===== config.mk =====
export PLATFORM = sky130hd
export DESIGN_NAME = instruction_fetch_unit_flat
export DESIGN_NICKNAME = d
export VERILOG_FILES = /design/src/rtl/instruction_fetch_unit_pkg.sv /design/src/rtl/instruction_fetch_unit_if.sv /design/src/rtl/instruction_fetch_unit_fetch_timeout_counter.sv /design/src/rtl/instruction_fetch_unit.sv /design/src/flat_wrapper.sv
export SDC_FILE = /design/constraint.sdc
export NUM_CORES = 1
export LEC_CHECK = 0
export ABC_AREA = 1
export BUFFER_PORTS_ARGS = -buffer_cell sky130_fd_sc_hd__buf_2
export CORE_UTILIZATION = 41
export DETAILED_ROUTE_END_ITERATION = 8
export PLACE_DENSITY_LB_ADDON = 0.3
export SYNTH_ARGS = -nofsm -noshare
export SYNTH_HDL_FRONTEND = slang
export SYNTH_SLANG_ARGS = --single-unit
export TNS_END_PERCENT = 10

===== constraint.sdc =====
create_clock -name clk -period 1.8 [get_ports clk]
set_input_delay 0.18 -clock clk [delete_from_list [all_inputs] [get_ports clk]]
set_output_delay 0.18 -clock clk [all_outputs]
set_load 0.005 [all_outputs]

===== src/rtl/instruction_fetch_unit_pkg.sv =====
// Shared definitions for the fetch stage of the multi-cycle RISC-V core.
//   fetch_state_e       : fetch FSM state encoding
//   INSTR_WIDTH_DEFAULT : default instruction word width
//   NOP_INSTR           : canonical NOP (addi x0, x0, 0), used by benches and
//                         for future stall insertion
package instruction_fetch_unit_pkg;

    typedef enum logic [1:0] {
        FETCH_IDLE  = 2'd0,
        FETCH_REQ   = 2'd1,
        FETCH_WAIT  = 2'd2,
        FETCH_DRAIN = 2'd3
    } fetch_state_e;

    localparam int unsigned INSTR_WIDTH_DEFAULT = 32;
    localparam logic [31:0] NOP_INSTR           = 32'h00000013;

endpackage


===== src/rtl/instruction_fetch_unit_if.sv =====
// Instruction-memory read bus used by the fetch stage.
//   mem_req    : read request (master -> slave)
//   mem_addr   : word index to read (master -> slave)
//   mem_ready  : request accepted this cycle (slave -> master)
//   mem_rvalid : read data valid (slave -> master)
//   mem_rdata  : read data (slave -> master)
interface instruction_fetch_unit_if
    import instruction_fetch_unit_pkg::*;
#(
    parameter int unsigned ADDR_WIDTH = 64,
    parameter int unsigned DATA_WIDTH = INSTR_WIDTH_DEFAULT
);
    logic                  mem_req;
    logic [ADDR_WIDTH-1:0] mem_addr;
    logic                  mem_ready;
    logic                  mem_rvalid;
    logic [DATA_WIDTH-1:0] mem_rdata;

    modport master (
        output mem_req,
        output mem_addr,
        input  mem_ready,
        input  mem_rvalid,
        input  mem_rdata
    );

    modport slave (
        input  mem_req,
        input  mem_addr,
        output mem_ready,
        output mem_rvalid,
        output mem_rdata
    );
endinterface


===== src/rtl/instruction_fetch_unit_fetch_timeout_counter.sv =====
// Saturating cycle counter that flags when a bounded wait has run out.
//   clk, rst : clock, synchronous active-high reset
//   clear    : restart counting from zero (priority over enable)
//   enable   : count this cycle
//   expired  : count has reached LIMIT-1
// Intended for reuse by the data-memory stage.
module fetch_timeout_counter #(
    parameter int unsigned LIMIT = 16
) (
    input  logic clk,
    input  logic rst,
    input  logic clear,
    input  logic enable,
    output logic expired
);
    localparam int unsigned CNT_W = $clog2(LIMIT) + 1;

    logic [CNT_W-1:0] count_q;
    logic [CNT_W-1:0] count_d;

    assign expired = (count_q == CNT_W'(LIMIT - 1));

    // Holds at LIMIT-1 so the flag stays asserted until cleared.
    always_comb begin
        count_d = count_q;
        if (clear) begin
            count_d = '0;
        end else if (enable && !expired) begin
            count_d = count_q + 1'b1;
        end
    end

    always_ff @(posedge clk) begin
        if (rst) begin
            count_q <= '0;
        end else begin
            count_q <= count_d;
        end
    end
endmodule


===== src/rtl/instruction_fetch_unit.sv =====
// Fetch stage: reads one instruction word at instruction_ptr over a
// req/ready + rvalid handshake, latches it into the instruction register and
// pulses pc_advance/fetch_done once per successful fetch.
//   clk, rst        : clock, synchronous active-high reset
//   fetch_start     : start a fetch (accepted only when idle)
//   flush           : abort the fetch in flight, invalidate IR, clear fault
//   instruction_ptr : current PC (word index)
//   mem             : instruction-memory bus (master side)
//   instr_reg       : instruction register
//   ir_valid        : instr_reg holds a valid instruction
//   pc_advance      : one-cycle pulse, PC increments
//   fetch_done      : one-cycle pulse coincident with pc_advance
//   busy            : not idle
//   fault           : sticky fetch-timeout flag
module instruction_fetch_unit
    import instruction_fetch_unit_pkg::*;
#(
    parameter int unsigned ADDRESS_SIZE   = 6,
    parameter int unsigned INSTR_WIDTH    = INSTR_WIDTH_DEFAULT,
    parameter int unsigned TIMEOUT_CYCLES = 16
) (
    input  logic                         clk,
    input  logic                         rst,
    input  logic                         fetch_start,
    input  logic                         flush,
    input  logic [(2**ADDRESS_SIZE)-1:0] instruction_ptr,
    instruction_fetch_unit_if.master     mem,
    output logic [INSTR_WIDTH-1:0]       instr_reg,
    output logic                         ir_valid,
    output logic                         pc_advance,
    output logic                         fetch_done,
    output logic                         busy,
    output logic                         fault
);
    localparam int unsigned PTR_W = 2**ADDRESS_SIZE;

    fetch_state_e           state_q,      state_d;
    logic                   mem_req_q,    mem_req_d;
    logic [PTR_W-1:0]       mem_addr_q,   mem_addr_d;
    logic [INSTR_WIDTH-1:0] instr_reg_q,  instr_reg_d;
    logic                   ir_valid_q,   ir_valid_d;
    logic                   pc_advance_q, pc_advance_d;
    logic                   fetch_done_q, fetch_done_d;
    logic                   busy_q,       busy_d;
    logic                   fault_q,      fault_d;

    logic complete;
    logic timer_clear;
    logic timer_enable;
    logic timer_expired;

    fetch_timeout_counter #(
        .LIMIT (TIMEOUT_CYCLES)
    ) u_timeout (
        .clk     (clk),
        .rst     (rst),
        .clear   (timer_clear),
        .enable  (timer_enable),
        .expired (timer_expired)
    );

    always_comb begin
        state_d     = state_q;
        mem_addr_d  = mem_addr_q;
        instr_reg_d = instr_reg_q;
        ir_valid_d  = ir_valid_q;
        fault_d     = fault_q;
        complete    = 1'b0;

        unique case (state_q)
            FETCH_IDLE: begin
                if (fetch_start && !flush) begin
                    state_d    = FETCH_REQ;
                    mem_addr_d = instruction_ptr;
                    ir_valid_d = 1'b0;
                end
            end
            FETCH_REQ: begin
                if (mem.mem_ready && mem.mem_rvalid) begin
                    complete = 1'b1;
                    state_d  = FETCH_IDLE;
                end else if (timer_expired) begin
                    // An accepted request still owes a response: drain it.
                    fault_d = 1'b1;
                    state_d = mem.mem_ready ? FETCH_DRAIN : FETCH_IDLE;
                end else if (mem.mem_ready) begin
                    state_d = FETCH_WAIT;
                end
            end
            FETCH_WAIT: begin
                if (mem.mem_rvalid) begin
                    complete = 1'b1;
                    state_d  = FETCH_IDLE;
                end else if (timer_expired) begin
                    fault_d = 1'b1;
                    state_d = FETCH_DRAIN;
                end
            end
            FETCH_DRAIN: begin
                if (mem.mem_rvalid) begin
                    state_d = FETCH_IDLE;
                end else if (timer_expired) begin
                    fault_d = 1'b1;
                    state_d = FETCH_IDLE;
                end
            end
            default: state_d = FETCH_IDLE;
        endcase

        // Flush overrides the decisions above. A response arriving in the
        // flush cycle is consumed here, so only a still-outstanding request
        // needs the DRAIN state.
        if (flush) begin
            complete   = 1'b0;
            ir_valid_d = 1'b0;
            fault_d    = 1'b0;
            unique case (state_q)
                FETCH_IDLE:  state_d = FETCH_IDLE;
                FETCH_REQ:   state_d = (mem.mem_ready && !mem.mem_rvalid) ? FETCH_DRAIN : FETCH_IDLE;
                FETCH_WAIT:  state_d = mem.mem_rvalid ? FETCH_IDLE : FETCH_DRAIN;
                FETCH_DRAIN: state_d = (mem.mem_rvalid || timer_expired) ? FETCH_IDLE : FETCH_DRAIN;
                default:     state_d = FETCH_IDLE;
            endcase
        end

        if (complete) begin
            instr_reg_d = mem.mem_rdata;
            ir_valid_d  = 1'b1;
        end

        pc_advance_d = complete;
        fetch_done_d = complete;
        mem_req_d    = (state_d == FETCH_REQ);
        busy_d       = (state_d != FETCH_IDLE);

        // Each bounded wait (request phase, drain phase) gets its own budget.
        timer_clear  = ((state_d == FETCH_REQ)   && (state_q != FETCH_REQ)) ||
                       ((state_d == FETCH_DRAIN) && (state_q != FETCH_DRAIN));
        timer_enable = (state_q != FETCH_IDLE);
    end

    always_ff @(posedge clk) begin
        if (rst) begin
            state_q      <= FETCH_IDLE;
            mem_req_q    <= 1'b0;
            mem_addr_q   <= '0;
            instr_reg_q  <= '0;
            ir_valid_q   <= 1'b0;
            pc_advance_q <= 1'b0;
            fetch_done_q <= 1'b0;
            busy_q       <= 1'b0;
            fault_q      <= 1'b0;
        end else begin
            state_q      <= state_d;
            mem_req_q    <= mem_req_d;
            mem_addr_q   <= mem_addr_d;
            instr_reg_q  <= instr_reg_d;
            ir_valid_q   <= ir_valid_d;
            pc_advance_q <= pc_advance_d;
            fetch_done_q <= fetch_done_d;
            busy_q       <= busy_d;
            fault_q      <= fault_d;
        end
    end

    assign mem.mem_req  = mem_req_q;
    assign mem.mem_addr = mem_addr_q;
    assign instr_reg    = instr_reg_q;
    assign ir_valid     = ir_valid_q;
    assign pc_advance   = pc_advance_q;
    assign fetch_done   = fetch_done_q;
    assign busy         = busy_q;
    assign fault        = fault_q;
endmodule


===== src/flat_wrapper.sv =====
// flat-port wrapper written by rule: the top's interface ports become plain ports
module instruction_fetch_unit_flat import instruction_fetch_unit_pkg::*;
#(
    parameter int unsigned ADDRESS_SIZE   = 6,
    parameter int unsigned INSTR_WIDTH    = INSTR_WIDTH_DEFAULT,
    parameter int unsigned TIMEOUT_CYCLES = 16
)
  (clk, rst, fetch_start, flush, instruction_ptr, instr_reg, ir_valid, pc_advance, fetch_done, busy, fault, mem_mem_req, mem_mem_addr, mem_mem_ready, mem_mem_rvalid, mem_mem_rdata);
  instruction_fetch_unit_if #(.ADDR_WIDTH((2**ADDRESS_SIZE)), .DATA_WIDTH(INSTR_WIDTH)) mem_i ();
  input  logic clk;
  input  logic rst;
  input  logic fetch_start;
  input  logic flush;
  input  logic [(2**ADDRESS_SIZE)-1:0] instruction_ptr;
  output logic [INSTR_WIDTH-1:0] instr_reg;
  output logic ir_valid;
  output logic pc_advance;
  output logic fetch_done;
  output logic busy;
  output logic fault;
  output wire logic [$bits(mem_i.mem_req)-1:0] mem_mem_req;
  output wire logic [$bits(mem_i.mem_addr)-1:0] mem_mem_addr;
  input wire logic [$bits(mem_i.mem_ready)-1:0] mem_mem_ready;
  input wire logic [$bits(mem_i.mem_rvalid)-1:0] mem_mem_rvalid;
  input wire logic [$bits(mem_i.mem_rdata)-1:0] mem_mem_rdata;
  assign mem_mem_req = mem_i.mem_req;
  assign mem_mem_addr = mem_i.mem_addr;
  assign mem_i.mem_ready = mem_mem_ready;
  assign mem_i.mem_rvalid = mem_mem_rvalid;
  assign mem_i.mem_rdata = mem_mem_rdata;
  instruction_fetch_unit #(.ADDRESS_SIZE(ADDRESS_SIZE), .INSTR_WIDTH(INSTR_WIDTH), .TIMEOUT_CYCLES(TIMEOUT_CYCLES)) u_core (.clk(clk), .rst(rst), .fetch_start(fetch_start), .flush(flush), .instruction_ptr(instruction_ptr), .mem(mem_i), .instr_reg(instr_reg), .ir_valid(ir_valid), .pc_advance(pc_advance), .fetch_done(fetch_done), .busy(busy), .fault(fault));
endmodule

Word level (Yosys, flattened, before mapping). Index checks and enable logic that the tools add are counted. W data, S select, Z words.

Bits in registers: 108. Output and inout bits: 102.

Add/subtract/negate cells: 1. Eq/ne operators: 10. Multiplexer cells: 27. Reductions and logical operators: 23.

Operators by type and width (number): $mux W2 (13); $pmux W2 S4 (2); $mux W1 (10); $eq A2 B2 Y1 const B (3); $logic_and A1 B1 Y1 (6); $ne A2 B2 Y1 const B (3); $reduce_bool A2 Y1 (3); $reduce_bool A3 Y1 (2); $reduce_or A2 Y1 (3); $add A5 B1 Y5 const B (1); $eq A5 B4 Y1 const B (1); $eq A2 B1 Y1 const B (2); $pmux W1 S2 (2); $reduce_and A2 Y1 (2); $logic_not A1 Y1 (3); $reduce_and A3 Y1 (1); $logic_not A2 Y1 (1); $logic_or A1 B1 Y1 (2); $ne A2 B1 Y1 const B (1).

Logic depth before layout (Yosys ltp). Gate-level depths: netlist (run 1).

Word-level depth: 9. Mapped depth: 13.

Cells and area by module. Synthesis (run 1) repeated with hierarchy kept, for this count alone.

Cell total of the unflattened synthesis: 533. Area total of the unflattened synthesis: 4144.0 um2.

Modules (own cells, without submodules): instruction_fetch_unit (times used 1, cells an instance 499, area an instance 3873.7 um2, sequential area each 2062.0 um2); fetch_timeout_counter (times used 1, cells an instance 34, area an instance 270.3 um2, sequential area each 100.1 um2).

Least setup slack after synthesis (run 1). Ideal clock, no wire load.

Kind: register -> register. From: reg u_core.u_timeout.count_q[0]. To: reg u_core.u_timeout.count_q[4]. Library setup time: 117 ps. Data arrival time: 1607 ps. Data required time: 1683 ps. Setup slack: 76 ps. Cell stages (with the launch flop): 12. Path buffers: 0. Period minus slack after synthesis: 1724 ps. Cell sequence: dfxtp_1 > ha_1 > and3_1 > ha_1 > inv_1 > nand2_1 > a31oi_1 > inv_1 > nand2_1 > nand3_1 > nand3_2 > nor2_1.

Word-level cells in the longest chain between the ends: 9.

Ends and longest elaborated chain: start: declaration (RTL line instruction_fetch_unit_fetch_timeout_counter.sv:18) `logic [CNT_W-1:0] count_q;`; start signal: assignment (RTL line instruction_fetch_unit_fetch_timeout_counter.sv:37) `count_q <= count_d;`; $eq A5 B4 Y1 (RTL line instruction_fetch_unit_fetch_timeout_counter.sv:21) `assign expired = (count_q == CNT_W'(LIMIT - 1));`; $mux W2 (tied with other cells) (RTL line instruction_fetch_unit.sv:102) `end else if (timer_expired) begin`; $mux W2, on equally long branches; $pmux W2 S4, on equally long branches (RTL line instruction_fetch_unit.sv:70, instruction_fetch_unit.sv:117); $mux W2 (RTL line instruction_fetch_unit.sv:113) `if (flush) begin`; $eq A2 B1 Y1 / $eq A2 B2 Y1 (equally long branches) (RTL line instruction_fetch_unit.sv:137, instruction_fetch_unit.sv:138); $logic_and A1 B1 Y1, on equally long branches (RTL line instruction_fetch_unit.sv:137, instruction_fetch_unit.sv:138); $logic_or A1 B1 Y1 (RTL line instruction_fetch_unit.sv:137) `timer_clear = ((state_d == FETCH_REQ) && (state_q != FETCH_REQ)) ||`; $reduce_or A2 Y1 (no source line).

Several ways; a longest one is shown, not always the timed one. A chain may end at the register's enable or synchronous reset.

Worst setup path in the final report (run 1).
From: reg u_core.u_timeout.count_q[1]. To: reg u_core.u_timeout.count_q[4].

The elaborated chain is that of the path after synthesis.

==> flow_metrics.tcl, run 1 <==
set metrics [dict create \
    htreeDepth 3 \
    setup_ws_ns -0.00667 \
    fin_cells 846 \
    worstMarginPinSlew_ns 0.419 \
    violations "setup timing" \
    overflow 0 \
    cts.reportedPaths.clkPinSlew_ns 0.10 \
    cts_hold_buffers 0 \
    synthCells 511 \
    remaining_drc_errors 0 \
    fin_crit_sh_pct 100 \
    core_area_um2 9330 \
    cts_tree "done" \
    drt-total-wl_um 10900 \
    hold_path_class "in -> reg" \
    insertion_delay_ns 0.35 \
    fp.dieH_um 101 \
    hold_violations 0 \
    crit_start "u_core.u_timeout.count_q[1]" \
    r2r_end "u_core.u_timeout.count_q[4]" \
    die_w_um 101 \
    dr_total_vias 4072 \
    critical_path_required_ns 2.05 \
    critPathTopFamily "simple AND/OR/NAND/NOR gates" \
    r2r_setup_slack_ns -0.007 \
    largest_register_ffs 64 \
    grt_util_all_layers_pct 20.9 \
    crit_type "reg -> reg" \
    fin_crit_ns 1.81 \
    hold_path_depth 3 \
    ir_drop_v 0.000424 \
    hold_end "u_core.mem.mem_addr[12]" \
    cp_slowest_cell "dfxtp_2" \
    rsz0062_at_grt "true" \
    r2r-start "u_core.u_timeout.count_q[1]" \
    arrival_ns 2.05 \
    n_fill_cell 849 \
    clock_skew_ns 0.0141 \
    first_pass_iters 5 \
    cts-buffers-inserted 9 \
    wl_per_cell_um 12.9 \
    fmax_ghz 0.554 \
    setup_viol 5 \
    rows 35 \
    drt_iter0_drc 131 \
    n_antenna_cell 0 \
    dpl.cell_count 827 \
    min_from "instruction_ptr[12]" \
    grt_max_degree 49 \
    slew_headroom_pct 72.0 \
    cp-end-kind "register" \
    powerDensity_nw_per_um2 847 \
    antenna_found_initial 0 \
    syn_area_um2 4000 \
    cap_violations 0 \
    pre_cts_slack_ns -0.109 \
    start_kind "register" \
    max_stage_delay_ns 0.36 \
    io_buffer_count 203 \
    reg2reg_depth 13 \
    first_global_vias 3869 \
    cts_max_path_buffers 2 \
    initial_core_util_pct 42.8 \
    maxSlewViolCount 0 \
    p_leak_nw 2.75 \
    avgSynthCellArea_um2 7.82 \
    cp_common_cell "nand2_1" \
    ys_types 28 \
    grt_pass1_wl_um 16900 \
    via_per_inst 4.81 \
    synth_nets 619 \
    critPathBufInv 0 \
    cp_max_fo 6 \
    final_nets 821 \
    ys_ff_latch 108 \
    cts-root-buf "clkbuf_8" \
    ant_nets 0 \
    numClockSinks 108 \
    die_area_um2 10100 \
    drive_gt1_share_pct 38.2 \
    synth_seq_area_share_pct 54.1 \
    path_cells "ha_4, and3_4, ha_4, nor2_4, nand2_1, nand3_1, nand2_1, nand2_1, nand2_2, nand2_2, nand3_2, nand3_4, nor2_2" \
    synth_warnings 0 \
    status "complete, but fails checks" \
    top_level_ports 204 \
    hpwl_um 7620 \
    areaGrowthSynthToFinish_pct 38.7 \
    gp_congestion 0.984 \
]
cells in the mapped netlist:
| cell | number | area, µm² |
|---|---|---|
| a2111oi_0 | 1 | 8.76 |
| a21oi_1 | 4 | 20.0 |
| a21oi_2 | 1 | 8.76 |
| a31oi_1 | 2 | 12.5 |
| and3_1 | 1 | 6.26 |
| buf_2 | 3 | 15.0 |
| buf_4 | 9 | 67.6 |
| buf_6 | 3 | 33.8 |
| clkbuf_1 | 15 | 56.3 |
| dfxtp_1 | 108 | 2160 |
| ha_1 | 6 | 75.1 |
| inv_1 | 10 | 37.5 |
| inv_2 | 5 | 18.8 |
| mux2i_1 | 1 | 10.0 |
| nand2_1 | 21 | 78.8 |
| nand2_2 | 1 | 6.26 |
| nand3_1 | 5 | 25.0 |
| nand3_2 | 3 | 30.0 |
| nand4_1 | 1 | 6.26 |
| nor2_1 | 206 | 773 |
| nor3_1 | 2 | 10.0 |
| o21ai_0 | 9 | 45.0 |
| o21ai_1 | 88 | 440 |
| o21bai_1 | 1 | 7.51 |
| o22ai_1 | 1 | 6.26 |
| o31ai_1 | 1 | 7.51 |
| xnor2_1 | 1 | 8.76 |
| xor2_1 | 2 | 17.5 |
report_power, final:
group / total, W / switching (W) / internal (W)
logic: 0.000633 / 0.000335 / 0.000298
clock network: 0.00148 / 0.000801 / 0.000683
registers: 0.00257 / 0.0000630 / 0.00251
total: 0.00469 / 0.00120 / 0.00349
per-stage QoR:
stage	hold WS [ns]	total power [W]	setup TNS, ns	utilization (%)	instance area, µm²
floorplan	0.249	0.00291	0	-	4000
global placement	0.400	0.00321	-0.00366	55.6	5190
detailed placement	0.407	0.00322	-0.544	55.6	5190
CTS	0.0263	0.00471	0	58.4	5440
global route	0.0175	0.00493	-0.534	59.4	5540
finish	0.0422	0.00469	-0.0235	59.4	5540
logic make-up after synthesis:
family	count (synthesis)	synth area share (%)
AND/OR/NAND/NOR	240	23.4
AO/OA/AOI/OAI	108	13.9
flip-flops	108	54.1
buffers and inverters	45	5.73
adder cells (fa/ha/maj)	6	1.88
XOR/XNOR	3	0.658
multiplexers	1	0.251
placed cells by master, fill, tap and decap left out, types with 2 or more instances in the layout:
cell,synthesis,routed
clkbuf_8,0,10
nor2_1,206,202
nand3_1,5,2
nor2_2,0,2
buf_4,9,12
ha_4,0,3
inv_1,10,7
a21oi_2,1,3
xor2_1,2,2
ha_2,0,2
dfxtp_2,0,3
nor2_4,0,2
nand3_2,3,5
o21ai_0,9,9
nand2_1,21,16
inv_6,0,2
a21oi_1,4,2
nand2_2,1,6
o21ai_1,88,88
buf_2,3,203
inv_2,5,8
dfxtp_1,108,105
buf_12,0,6
worst max-delay path by stage:
stage	slack, ns	to	cells after the start
2_1_floorplan	0.08	u_core.u_timeout.count_q[4]	11
3_3_place_gp	-0.001	u_core.u_timeout.count_q[4]	13
3_5_place_dp	-0.11	u_core.u_timeout.count_q[2]	13
4_1_cts	0.006	u_core.u_timeout.count_q[4]	11
5_1_grt	-0.10	u_core.u_timeout.count_q[4]	13
6_report	-0.007	u_core.u_timeout.count_q[4]	13
layer usage:
layer | share of wire [%] | routed length (µm) | GRT usage (%)
met1 | 42 | 4560 | 23.2
met2 | 48 | 5260 | 37.6
met3 | 7.7 | 834 | 7.14
met4 | 2.1 | 231 | 6.13
met5 | 0 | 0 | 0
tightest hold or removal path: cells and delay by family:
family,cells,cell delay (ns)
AND/OR/NAND/NOR,2,0.11
buffers and inverters,1,0.07
timing repair:
item,in CTS,in global routing
setup buffers,2,2
endpoints found under the hold margin,0,0
gates resized for setup,13,20
pin swaps,4,12
cloned,0,0
setup endpoints to repair,7,98
layout make-up:
| type | count | area, µm² | share of cell area, % |
|---|---|---|---|
| Tap cell | 129 | 161 | 2.91 |
| Clock inverter | 5 | 60.1 | 1.08 |
| Clock buffer | 10 | 138 | 2.48 |
| Timing Repair Buffer | 221 | 1230 | 22.1 |
| Inverter | 15 | 56.3 | 1.02 |
| Sequential cell | 108 | 2170 | 39.1 |
| Multi-Input combinational cell | 358 | 1730 | 31.3 |
Note: power is estimated with default switching activity, not from simulation.
==> run 2: changes to the inputs <==
--- a/config.mk
+++ b/config.mk
@@ -6,7 +6,8 @@
 export NUM_CORES = 1
 export LEC_CHECK = 0
 export ABC_AREA = 1
-export BUFFER_PORTS_ARGS = -buffer_cell sky130_fd_sc_hd__buf_2
+export BUFFER_PORTS_ARGS = -buffer_cell sky130_fd_sc_hd__buf_4
+export CORE_ASPECT_RATIO = 2
 export CORE_UTILIZATION = 41
 export DETAILED_ROUTE_END_ITERATION = 8
 export PLACE_DENSITY_LB_ADDON = 0.3
==> run 2 against run 1 <==
  * Critical path depth down 1
  * Routed wire length up 10%
  * Maximum frequency down 0.90%
  * Via count up 1.8%
  * Sequential power about the same
  * Flip-flop and latch count unchanged
  * First-iteration DRC count up 32%
  * Critical path type unchanged
  * Hold slack better by 0.025 ns
  * Clock-buffer cell count up 1
  * The flow still finishes with violations (setup timing)
  * Non-clock buffer count down 1
==> flow_metrics.tcl, run 2 (same netlist as run 1, synthesis figures left out) <==
set metrics [dict create \
    cts_tree "done" \
    n_fill_cell 790 \
    fin_cells 820 \
    final_cell_mix "buf_4 (214), nor2_1 (201), dfxtp_1 (105), o21ai_1 (89), nand2_1 (14)" \
    r2r-start "u_core.u_timeout.count_q[0]" \
    crit_type "reg -> reg" \
    fin_crit_sh_pct 101 \
    cp_max_fo 6 \
    cts-buffers-inserted 9 \
    grt_pass1_wl_um 17500 \
    whs_ns 0.0670 \
    top_level_ports 204 \
    core_area_um2 9380 \
    hold_path_class "in -> reg" \
    io_buffer_count 203 \
    arrival_ns 2.04 \
    first_pass_iters 4 \
    r2r_setup_slack_ns -0.02 \
    critical_path_required_ns 2.02 \
    hold_path_depth 3 \
    powerDensity_nw_per_um2 886 \
    violations "setup timing" \
    initial_core_util_pct 42.6 \
    antenna_found_initial 0 \
    numClockSinks 108 \
    die_area_um2 10200 \
    utilization_pct 65.6 \
    cts_max_path_buffers 2 \
    slew_headroom_pct 67.2 \
    cts-root-buf "clkbuf_16" \
    htreeDepth 3 \
    hold_end "u_core.mem.mem_addr[4]" \
    pre_cts_slack_ns -0.114 \
    dr_total_vias 4144 \
    largest_register_ffs 64 \
    gp_congestion 0.972 \
    grt_max_degree 65 \
    grt_util_all_layers_pct 21.9 \
    setup_ws_ns -0.0231 \
    insertion_delay_ns 0.33 \
    cp-end-kind "register" \
    worstMarginPinSlew_ns 0.492 \
    cts_hold_buffers 0 \
    fin_crit_ns 1.82 \
    r2r_end "u_core.u_timeout.count_q[0]" \
    rows 50 \
    maxSlewViolCount 0 \
    remaining_drc_errors 0 \
    hpwl_um 8380 \
    final_common_cell "buf_4" \
    cts.reportedPaths.clkPinSlew_ns 0.07 \
    drt_iter0_drc 173 \
    clock_skew_ns 0.00607 \
    n_antenna_cell 0 \
    rsz0062_at_grt "true" \
    first_global_vias 3925 \
    status "complete, but fails checks" \
    min_from "instruction_ptr[4]" \
    via_per_inst 5.05 \
    start_kind "register" \
    die_w_um 71.8 \
    reg2reg_depth 12 \
    wl_per_cell_um 14.7 \
    overflow 0 \
    drt-total-wl_um 12000 \
    setup_viol 5 \
    fp.dieH_um 142 \
    hold_violations 0 \
    areaGrowthSynthToFinish_pct 54.1 \
    p_leak_nw 2.90 \
    fmax_ghz 0.549 \
    dpl.cell_count 799 \
    drive_gt1_share_pct 38.5 \
    ant_nets 0 \
    final_nets 820 \
    cap_violations 0 \
    ir_drop_v 0.000605 \
]
==> run 2: layer usage <==
layer	track usage, %	part of all wire, %	vias up
met5	0	0	-
met2	42.5	55	183
met4	10.7	3.3	0
met1	20.3	35	1880
li1	-	-	2043
met3	5.33	6.9	38
==> run 2: worst max-delay path by stage <==
stage / startpoint / end / cells past startpoint
2_1_floorplan: u_core.u_timeout.count_q[0] / u_core.u_timeout.count_q[4] / 11
3_3_place_gp: u_core.u_timeout.count_q[0] / u_core.u_timeout.count_q[4] / 11
3_5_place_dp: u_core.u_timeout.count_q[1] / u_core.u_timeout.count_q[4] / 12
4_1_cts: u_core.u_timeout.count_q[1] / u_core.u_timeout.count_q[4] / 12
5_1_grt: u_core.u_timeout.count_q[0] / u_core.u_timeout.count_q[2] / 12
6_report: u_core.u_timeout.count_q[0] / u_core.u_timeout.count_q[0] / 12
==> run 2: worst max-delay path: stages (launching register included) <==
cell and delay [ns]:
dfxtp_2 0.36, ha_4 0.13, and3_4 0.19, ha_4 0.19
nor2_4 0.04, nand2_2 0.07, nand2_1 0.06, nand2_1 0.08
nand3_2 0.11, a21oi_2 0.22, nand3_2 0.11, nand3_4 0.10
nor2_2 0.05
==> run 2: stage by stage <==
step	TNS (ns)	cell area, µm²	power, W
CTS	0	5990	0.00545
finish	-0.0971	6150	0.00545
global route	-0.712	6150	0.00567
global placement	0	5620	0.00333
detailed placement	-0.557	5620	0.00334
floorplan	0	4000	0.00291
==> run 2: final cells by class <==
class,count,area (µm²),area share (%)
Inverter,15,58.8,0.955
Multi-Input combinational cell,358,1740,28.3
Sequential cell,108,2170,35.2
Tap cell,104,130,2.11
Timing Repair Buffer,220,1730,28.1
Clock buffer,11,253,4.11
Clock inverter,4,72.6,1.18
==> run 2: where the power goes <==
| part | internal [W] | switching, W |
|---|---|---|
| clock | 0.00128 | 0.000817 |
| combinational | 0.000418 | 0.000353 |
| sequential | 0.00251 | 0.0000687 |
==> run 2: timing repair <==
item | 4_1_cts | 5_1_grt
gates resized for setup | 10 | 29
buffers inserted | 0 | 5
setup endpoints to repair | 5 | 101
pin swaps | 1 | 12
cloned | 0 | 1
